===== config.mk =====
export PLATFORM = sky130hd
export DESIGN_NAME = pearson_key_packer
export DESIGN_NICKNAME = d
export VERILOG_FILES = /design/src/rtl/pearson_key_packer.sv
export SDC_FILE = /design/constraint.sdc
export NUM_CORES = 1
export LEC_CHECK = 0
export BUFFER_PORTS_ARGS = -buffer_cell sky130_fd_sc_hd__buf_2
export CAP_MARGIN = 40
export CELL_PAD_IN_SITES_DETAIL_PLACEMENT = 0
export CELL_PAD_IN_SITES_GLOBAL_PLACEMENT = 1
export CORE_MARGIN = 10
export CORE_UTILIZATION = 38
export CTS_CLUSTER_SIZE = 28
export DETAILED_ROUTE_END_ITERATION = 8
export GPL_TIMING_DRIVEN = 0
export PLACE_DENSITY_LB_ADDON = 0.05
export SLEW_MARGIN = 5
export SYNTH_ARGS = -nofsm -noshare
export SYNTH_HDL_FRONTEND = slang
export SYNTH_SLANG_ARGS = --single-unit
export TNS_END_PERCENT = 30

===== constraint.sdc =====
create_clock -name clk -period 1.8 [get_ports clk]
set_input_delay 0.18 -clock clk [delete_from_list [all_inputs] [get_ports clk]]
set_output_delay 0.18 -clock clk [all_outputs]
set_load 0.02 [all_outputs]

===== src/rtl/pearson_key_packer.sv =====
// pearson_key_packer
//   Packs a valid/ready byte stream into a zero-padded key for the
//   combinational pearson hash stage. The first byte of a message lands in
//   the most-significant lane. Messages longer than KEY_BYTES are truncated
//   and flagged. The key is held on the output handshake until it is taken.
//
// Ports
//   clk        : clock, rising edge
//   rst_n      : asynchronous active-low reset
//   in_byte    : message byte
//   in_valid   : in_byte / in_last valid
//   in_last    : this byte ends the message
//   in_ready   : packer accepts a byte this cycle
//   key        : packed key, byte i at [8*(KEY_BYTES-i)-1 -: 8]
//   key_len    : bytes stored (1..KEY_BYTES while key_valid)
//   key_trunc  : message was longer than KEY_BYTES
//   key_valid  : key / key_len / key_trunc valid
//   key_ready  : consumer takes the key this cycle
module pearson_key_packer #(
  parameter int unsigned KEY_BYTES = 5,
  localparam int unsigned LEN_W    = $clog2(KEY_BYTES + 1),
  localparam int unsigned KEY_W    = 8 * KEY_BYTES
) (
  input  logic             clk,
  input  logic             rst_n,
  input  logic [7:0]       in_byte,
  input  logic             in_valid,
  input  logic             in_last,
  output logic             in_ready,
  output logic [KEY_W-1:0] key,
  output logic [LEN_W-1:0] key_len,
  output logic             key_trunc,
  output logic             key_valid,
  input  logic             key_ready
);

  typedef enum logic [1:0] {
    ST_FILL,
    ST_DROP,
    ST_HOLD
  } state_e;

  localparam logic [LEN_W-1:0] LAST_LANE = LEN_W'(KEY_BYTES - 1);

  state_e             state_q, state_d;
  logic [LEN_W-1:0]   cnt_q,   cnt_d;
  logic [KEY_W-1:0]   key_q,   key_d;
  logic               trunc_q, trunc_d;

  always_comb begin
    state_d = state_q;
    cnt_d   = cnt_q;
    key_d   = key_q;
    trunc_d = trunc_q;

    unique case (state_q)
      ST_FILL: begin
        if (in_valid) begin
          for (int unsigned i = 0; i < KEY_BYTES; i++) begin
            if (cnt_q == LEN_W'(i)) begin
              key_d[8*(KEY_BYTES-i)-1 -: 8] = in_byte;
            end
          end
          cnt_d = cnt_q + LEN_W'(1);
          // in_last wins over a full key: an exact-length message is not truncated
          if (in_last) begin
            state_d = ST_HOLD;
          end else if (cnt_q == LAST_LANE) begin
            state_d = ST_DROP;
          end
        end
      end

      ST_DROP: begin
        if (in_valid) begin
          trunc_d = 1'b1;
          if (in_last) begin
            state_d = ST_HOLD;
          end
        end
      end

      ST_HOLD: begin
        if (key_ready) begin
          key_d   = '0;
          cnt_d   = '0;
          trunc_d = 1'b0;
          state_d = ST_FILL;
        end
      end

      default: begin
        state_d = ST_FILL;
      end
    endcase
  end

  always_ff @(posedge clk or negedge rst_n) begin
    if (!rst_n) begin
      state_q <= ST_FILL;
      cnt_q   <= '0;
      key_q   <= '0;
      trunc_q <= 1'b0;
    end else begin
      state_q <= state_d;
      cnt_q   <= cnt_d;
      key_q   <= key_d;
      trunc_q <= trunc_d;
    end
  end

  assign in_ready  = (state_q != ST_HOLD);
  assign key_valid = (state_q == ST_HOLD);
  assign key       = key_q;
  assign key_len   = cnt_q;
  assign key_trunc = trunc_q;

endmodule


==> run_results.csv <==
group,metric,value,unit
drt,postRouteAntennaNets,0,
timing,slew_violations,0,
clock_tree,cts.clk_slew.worst_paths,0.09,ns
critical_path,endpoint_kind,"register",
pwr,clkPwrFrac,0.148,
clock_tree,cts_sinks,46,
die,core_region_area,5886,µm²
clock_tree,clk_path_buf_depth,2,
min_path,whs_endpoint,"state_q[0]",
grt,grt_use_total,0.1406,
pwr,pwr-share-seq,0.384,
die,io_pins,59,
die,initial_core_util,0.3873,
pwr,swShare,0.4221,
final_layout,antenna_cells,0,
timing,period_share,0.9647,
timing,finClkSkew,0.007167,ns
timing,fin_crit,1.736,ns
critical_path,worst_setup_path_start_kind,"register",
synthesis,synth_seq_cells,46,
min_path,hp-start,"in_last",
min_path,hp-class,"in2reg",
grt,antenna_found_initial,0,
grt,grt_max_degree,36,
critical_path,cp_max_fo,9,
critical_path,critPathMaxStageDelay,0.42,ns
pwr,combinationalPowerShare,0.468,
drt,avgRoutedWirePerCell,19.12,µm
final_layout,layout-drive-gt1-share,0.3345,
synthesis,syn_inst,211,
pwr,internal_power,2.607,mW
final_layout,layout.nets,298,
critical_path,r2r_setup_slack,0.06,ns
critical_path,crit_top_cell,"ha_2",
final_layout,layout_common_cells,"buf_2, dfrtp_1, inv_1, a211oi_1, a221o_1",
clock_tree,cts_tree,"yes",
synthesis,ys_types,22,
min_path,whs_path_depth,2,
critical_path,worst-setup-path-type,"reg2reg",
critical_path,worstPathRequired,2.04,ns
final_layout,fillers,581,
drt,dr_total_vias,1950,
timing,rsz0062_at_grt,"true",
clock_tree,numCtsBuffers,5,
critical_path,path_delay_family,"compound AO/OA/AOI/OAI gates",
clock_tree,clock_latency,0.30,ns
timing,tightest_slew,0.5394,ns
grt,overflow,0,
critical_path,arrival,1.98,ns
pwr,worst_ir_drop_vdd,0.6739,mV
die,die_area,9497,µm²
placed_design,place_hpwl,4750,µm
flow_run,drv_cap,0,
timing,fin_setup_tns,0,ns
synthesis,yosysSeqAreaShare,0.5049,
drt,drt-total-wl,6805,µm
final_layout,mostFrequentLayoutCell,"buf_2",
drt,post-route-drc-count,0,
critical_path,crit_slowest_cell,"dfrtp_2",
pwr,leakagePower,1.395,nW
critical_path,critPathBufInv,2,
final_layout,finalInstanceArea,2879,µm²
synthesis,yosys_warnings,0,
final_layout,area_growth,26.29,%
grt,grt_pass1_wl,11070,µm
placed_design,placed_cell_area,2681,µm²
synthesis,synth_fp_nets,229,
placed_design,routabilityCongestion,0.7179,
die,die_height,97.46,µm
clock_tree,htreeDepth,2,
die,die_w,97.46,µm
timing,setup_viol,0,
status,status,"finished clean",
timing,relSlewSlack,0.6404,
pwr,power.density,1567,nW/µm²
critical_path,crit-reg2reg-launch,"key_len[0]",
grt,grt_pass1_vias,1916,
placed_design,port_buffers,57,
drt,drtIter0Drc,127,
synthesis,synthesis.area,2280,µm²
timing,hold_viol_final,0,
timing,fmax,575.9,MHz
critical_path,worstRegToRegCells,7,
critical_path,r2r_end,"key[10]",
synthesis,syn-mean-instance-area,10.80,µm²
drt,viasPerCell,5.478,
die,std_cell_rows,28,
critical_path,cp_cell_sequence,"buf_6, ha_2, ha_2, nor4bb_1, buf_4, a31oi_4, a22o_1",
clock_tree,cts-root-buf,"clkbuf_8",
pwr,p_switching,1.904,mW
drt,drt_pass1_iterations,4,
[stage by stage]
| stage | util | hold slack (ns) | instances | power [mW] | setup WS (ns) |
|---|---|---|---|---|---|
| floorplan | - | -0.1156 | 211 | 3.053 | 0.01442 |
| global placement | 0.4522 | 0.3998 | 343 | 3.758 | -0.08896 |
| detailed placement | 0.4556 | 0.09742 | 344 | 3.774 | -0.08368 |
| CTS | 0.4804 | 0.07151 | 355 | 4.513 | 0.001640 |
| global route | 0.4892 | 0.08889 | 356 | 4.841 | -0.01288 |
| finish | 0.4892 | 0.08219 | 356 | 4.511 | 0.06353 |
[Yosys cell counts]
cell / number / area share
nand3_1: 1 / 0.0022
a22o_1: 11 / 0.042
a31oi_2: 1 / 0.0055
a221o_1: 32 / 0.14
buf_1: 3 / 0.0049
nand2b_1: 1 / 0.0027
and4b_1: 1 / 0.0044
clkbuf_1: 8 / 0.013
buf_2: 11 / 0.024
ha_1: 5 / 0.027
nor2_1: 1 / 0.0016
a21oi_1: 2 / 0.0044
a211oi_1: 32 / 0.11
nand2_1: 3 / 0.0049
a221oi_1: 1 / 0.0038
dfrtp_1: 46 / 0.50
nor4bb_1: 4 / 0.018
o21ai_1: 1 / 0.0022
mux2i_1: 1 / 0.0044
and2_1: 4 / 0.011
inv_1: 39 / 0.064
o22ai_1: 3 / 0.0082
[worst reg2reg max path: cells and delay by family, from the launching register on]
kind            cells  cell delay [ns]
flops               1             0.42
fa+ha+maj           2             0.32
simple gates        1             0.13
compound gates      2             0.50
buf+inv             2             0.31
[sequential cells by signal, summed over array words and instances, names as in the netlist]
| register | flops |
|---|---|
| key_len | 3 |
| state_q | 2 |
| key | 40 |
| key_trunc | 1 |
[cells by family after synthesis]
group	Yosys count	synth area share
buf+inv	61	0.1065
flops	46	0.5049
compound gates	83	0.3123
simple gates	15	0.04445
mux	1	0.004391
fa+ha+maj	5	0.02744
[power by group through the flow]
stage	Sequential, mW	Clock [mW]	Combinational, mW
2_1_floorplan	2.17	0	0.887
3_3_place_gp	1.74	0	2.02
3_5_place_dp	1.74	0	2.04
4_1_cts	1.72	0.693	2.10
5_1_grt	1.79	0.733	2.32
6_report	1.73	0.668	2.11
[repair_timing]
item                                   4_1_cts  5_1_grt
endpoints found under the hold margin       11        0
hold buffers                                 1        0
pin swaps                                    0        5
setup endpoints to repair                   26       42
buffers inserted                             3        4
gates resized for setup                      8       14
[metal layers]
metal / routed length (µm) / global-route usage
met2: 3143 / 0.2136
met4: 35 / 0.03356
met1: 3184 / 0.1913
met3: 442 / 0.03983
met5: 0 / 0
[layout make-up]
| class | instances | area [µm²] | area share |
|---|---|---|---|
| multi-input combinational | 104 | 920.9 | 0.3199 |
| buffer | 18 | 96.34 | 0.03346 |
| clock inverter | 2 | 12.51 | 0.004346 |
| inverter | 39 | 146.4 | 0.05085 |
| clock buffer | 6 | 82.58 | 0.02868 |
| sequential | 46 | 1155 | 0.4011 |
| timing repair buffer | 66 | 371.6 | 0.1291 |
| tap | 75 | 93.84 | 0.03259 |
[worst max path at each step]
stage	start	to	slack [ns]	cells after the start
2_1_floorplan	key_len[0]	key[0]	0.01	7
3_3_place_gp	key_len[0]	key[0]	-0.09	7
3_5_place_dp	key_len[0]	key[0]	-0.08	7
4_1_cts	state_q[1]	key_valid	0.002	5
5_1_grt	key_len[0]	key[14]	-0.01	7
6_report	key_len[0]	key[10]	0.06	7
Note: power is estimated with default switching activity, not from simulation.
